### src/rtl/dma_read_scheduler.sv
// dma_read_scheduler: round-robin sharing of one AXI3 DMA reader between NumReq requesters.
// Define DMA_SCHED_STATS_EN to add saturating per-requester done/error counters.
module dma_read_scheduler #(
  parameter int NumReq     = 4,
  parameter int AddrBits   = 32,
  parameter int LengthBits = 16,
  parameter int BurstBits  = 5,
  parameter int IdBits     = 2
) (
  input  logic                         clk,
  input  logic                         rst,
`ifdef DMA_SCHED_STATS_EN
  input  logic [IdBits-1:0]            stat_sel,
  output logic [31:0]                  stat_count,
  output logic [15:0]                  stat_err,
`endif
  input  logic [NumReq-1:0]            req_valid,
  input  logic [NumReq*AddrBits-1:0]   req_source,
  input  logic [NumReq*LengthBits-1:0] req_len,
  input  logic [BurstBits-1:0]         req_burst,
  output logic [NumReq-1:0]            req_ack,
  output logic [NumReq-1:0]            req_done,
  output logic [1:0]                   req_err,
  output logic                         grant_valid,
  output logic [IdBits-1:0]            grant_id,
  output logic [AddrBits-1:0]          cfg_source,
  output logic [LengthBits-1:0]        cfg_len,
  output logic [BurstBits-1:0]         cfg_burst,
  output logic                         cfg_valid,
  input  logic                         cfg_busy,
  input  logic                         cfg_done,
  input  logic [1:0]                   cfg_err
);
  typedef enum logic [1:0] {ARB, ISSUE, RUN, RELEASE} state_t;
  state_t state, state_n;
  logic [IdBits-1:0] rr_ptr, pick;
  function automatic logic [IdBits-1:0] wrap(input int v);
    return IdBits'(v >= NumReq ? v - NumReq : v);
  endfunction
  // Descending scan so the requester closest to rr_ptr wins.
  always_comb begin
    pick = '0;
    for (int k = NumReq - 1; k >= 0; k--)
      if (req_valid[wrap(int'(rr_ptr) + k)]) pick = wrap(int'(rr_ptr) + k);
  end
  always_comb begin
    state_n = state == ARB   ? ((|req_valid && !cfg_busy) ? ISSUE : ARB) :
              state == ISSUE ? RUN :
              state == RUN   ? (cfg_done ? RELEASE : RUN) :
                               (cfg_busy ? RELEASE : ARB);
    cfg_valid   = state == ISSUE;
    grant_valid = state != ARB;
    req_ack     = cfg_valid ? NumReq'(1) << grant_id : '0;
  end
  always_ff @(posedge clk) begin
    if (rst) begin
      state      <= ARB;
      rr_ptr     <= '0;
      grant_id   <= '0;
      cfg_source <= '0;
      cfg_len    <= '0;
      cfg_burst  <= '0;
      req_done   <= '0;
      req_err    <= '0;
    end else begin
      state    <= state_n;
      req_done <= '0;
      req_err  <= '0;
      if (state == ARB && state_n == ISSUE) begin
        grant_id   <= pick;
        cfg_source <= req_source[pick*AddrBits +: AddrBits];
        cfg_len    <= req_len[pick*LengthBits +: LengthBits];
        cfg_burst  <= req_burst;
      end
      if (state == RUN && cfg_done) begin
        req_done <= NumReq'(1) << grant_id;
        req_err  <= cfg_err;
        rr_ptr   <= wrap(int'(grant_id) + 1);
      end
    end
  end
`ifdef DMA_SCHED_STATS_EN
  logic [31:0] cnt  [NumReq];
  logic [15:0] errs [NumReq];
  always_ff @(posedge clk)
    for (int i = 0; i < NumReq; i++)
      if (rst) begin
        cnt[i]  <= '0;
        errs[i] <= '0;
      end else if (req_done[i]) begin
        cnt[i]  <= cnt[i] + {31'b0, ~&cnt[i]};
        errs[i] <= errs[i] + {15'b0, |req_err && ~&errs[i]};
      end
  assign stat_count = cnt[stat_sel];
  assign stat_err   = errs[stat_sel];
`endif
endmodule
### config.mk
export PLATFORM = sky130hd
export DESIGN_NAME = dma_read_scheduler
export DESIGN_NICKNAME = d
export VERILOG_FILES = /design/src/rtl/dma_read_scheduler.sv
export SDC_FILE = /design/constraint.sdc
export NUM_CORES = 1
export LEC_CHECK = 0
export ABC_AREA = 1
export CORE_ASPECT_RATIO = 1.1
export CORE_MARGIN = 3
export CORE_UTILIZATION = 30
export CTS_CLUSTER_SIZE = 24
export DETAILED_ROUTE_END_ITERATION = 7
export GPL_TIMING_DRIVEN = 0
export HOLD_SLACK_MARGIN = 0.06
export PLACE_DENSITY = 0.76
export SLEW_MARGIN = 20
export SYNTH_ARGS = -nofsm -noshare
export SYNTH_HDL_FRONTEND = slang
export SYNTH_SLANG_ARGS = --single-unit
export TNS_END_PERCENT = 100
### constraint.sdc
create_clock -name clk -period 3.2 [get_ports clk]
set_clock_uncertainty 0.2 [all_clocks]
set_input_delay 0.8 -clock clk [delete_from_list [all_inputs] [get_ports clk]]
set_output_delay 0.8 -clock clk [all_outputs]
set_load 0.01 [all_outputs]
==> results.yml <==
drt:
  routed_via_density: 4.551
  vias: 5884
  drt-wirelength-per-cell_um: 14.69
  firstDrtPassIters: 5
  antenna_left: 0
  drt_wl_total_mm: 19.00
  drtIter0Drc: 313
  drc: 0
power:
  switching_share_pct: 33.26
  pwr-share-comb_pct: 40.6
  p_leak_uw: 0.003845
  internal-power_uw: 2203
  p_per_area_nw_per_um2: 418.0
  switching_power_uw: 1098
  power_frac_clock_pct: 30.4
  peakVddDrop_mv: 0.2335
  p_seq_share_pct: 29.0
sta:
  slew_headroom_pct: 57.24
  rsz0062_at_grt: "no"
  setup_viol: 0
  max_freq_mhz: 338.9
  finalHoldViolCount: 0
  drv_slew: 0
  post-route-min-period_ps: 2951
  tns_ps: 0
  tightestPinTransition_ps: 641.3
  fin_crit_sh_pct: 92.20
critical_path:
  worst_ep_required_time_ps: 3200
  critPathLaunchType: "input port"
  path_class: "input port to flip-flop"
  crit_path_end_kind: "flip-flop"
  reg2reg_slack_ps: 770
  cp_data_arrival_time_ps: 2950
  path_max_fanout: 10
clock_network:
  path_clk_slew_ps: 60
  post_cts_buffers: 0
  cts_root_buffer: "clkbuf_16"
  htreeDepth: 3
  cts_tree: "done"
  cts_buffers: 9
  clk_path_buf_depth: 2
  cts_hold_buf: 0
  clock_latency_ps: 330
  clock_sinks: 65
  cts_resized: 0
placed_design:
  globalplace.congestion: 0.8984
  portBuffers: 272
  postPlaceCellArea_um2: 7599
  dp_hpwl_mm: 15.16
yosys:
  ys_seq_area_share_pct: 28.10
  syn_avg_cell_area_um2: 5.717
  synth_seq_cells: 65
  syn_area_um2: 4631
  synthCells: 810
  synth_warnings: 0
  synth_largest_area_cell: "dfxtp_1"
  syn_nets: 1021
  synth_top_area_share_pct: 28.10
  ys_types: 25
  yosys-top-cells-area: "dfxtp_1, nand2_1, nand3_1"
global_route:
  grt_max_degree: 11
  grtUsageTotal_pct: 21.51
  grt_pass1_vias: 5633
  overflow: 0
  antenna_found_initial: 0
  grt_pass1_wl_mm: 28.88
floorplanning:
  die-area_um2: 16960
  die_h_um: 136.3
  start_util_pct: 30.64
  core_um2: 15110
  io_pins: 274
  die_x_um: 124.5
  std_cell_rows: 47
finish:
  finalNetCount: 1304
  syn_to_final_growth_pct: 70.49
  mostFrequentLayoutCell: "clkdlybuf4s50_1"
  drive_gt1_share_pct: 4.649
  diodes: 0
  postLayoutCoreUtil_pct: 52.24
  final_area_um2: 7895
  final_cell_mix: "clkdlybuf4s50_1, nand2_1, nor2_1, nand3_1, inv_1"
worst_hold_path:
  min_path_type: "flip-flop to flip-flop"
status:
  status: "complete, no violations"
flow_run:
  max_cap_viol_count: 0
-- registers in the layout, indices dropped and copies added, names as in the netlist --
name,flops
state,2
grant_id,2
cfg_burst,5
req_done,4
cfg_source,32
cfg_len,16
rr_ptr,2
req_err,2
-- Yosys cell counts (all sizes together) --
master,instances
nand2,209
nor2,141
nand3,140
inv,132
dfxtp,65
buf,30
nand3b,24
and3b,18
clkbuf,18
a21oi,12
o21ai,12
ha,4
nand4,3
clkinv,1
o21a,1
-- cell type report --
class | instances | area [um^2]
fill | 1520 | 7218
clock inverter | 3 | 40.04
timing repair buffer | 272 | 2723
inverter | 133 | 500.5
clock buffer | 12 | 256.5
buffer | 48 | 245.2
multi-input combinational | 564 | 2584
tap | 196 | 245.2
sequential | 65 | 1301
-- logic make-up (layout without fill, tap and decap cells) --
group,after synthesis,in the layout,synth area share (%)
compound gates,25,25,2.756
buf+inv,181,468,16.10
flops,65,65,28.10
fa+ha+maj,4,4,1.081
simple gates,535,535,51.96
-- per-stage QoR --
| step | total power (uW) | setup WS (ps) | cells | hold slack (ps) |
|---|---|---|---|---|
| 4_1_cts | 3339 | 249.3 | 1293 | 291.2 |
| 2_1_floorplan | 1657 | 902.7 | 810 | 310.5 |
| 6_report | 3300 | 249.5 | 1293 | 288.8 |
| 5_1_grt | 3511 | 82.03 | 1293 | 315.9 |
| 3_5_place_dp | 2321 | -97.92 | 1278 | 277.9 |
| 3_3_place_gp | 2303 | -120.9 | 1278 | 265.8 |
-- worst max-delay path: stages --
cell,delay [ps]
clkdlybuf4s50_1,450
inv_1,80
o21ai_1,170
nand2_1,120
nand3_2,110
nand2_1,60
nand2_2,160
clkbuf_1,460
nand3_1,180
nand3_1,160
nand2_1,60
nor2_1,80
nor2_1,40
-- worst paths after layout --
check / to / from / depth (start not counted)
hold reg to reg: cfg_burst[2] / cfg_burst[2] / 2
setup / recovery: cfg_source[4] / req_valid[3] / 13
setup reg to reg: cfg_source[4] / rr_ptr[0] / 14
hold / removal: cfg_burst[2] / cfg_burst[2] / 2
-- power by group through the flow --
stage	Clock, uW	Combinational [uW]	Sequential [uW]
after floorplan	0	646	1010
after global placement	0	1330	970
after detailed placement	0	1350	974
after CTS	1030	1350	957
after global routing	1060	1480	969
final	1000	1340	957
-- per-layer routing --
| metal | track usage [%] | vias to the layer above | share of wire (%) |
|---|---|---|---|
| li1 | - | 3048 | - |
| met3 | 5.069 | 26 | 6.7 |
| met1 | 24.78 | 2601 | 42 |
| met5 | 0 | - | 0 |
| met4 | 7.795 | 0 | 2.4 |
| met2 | 38.91 | 209 | 49 |
Power figures use the tool's default switching activity.
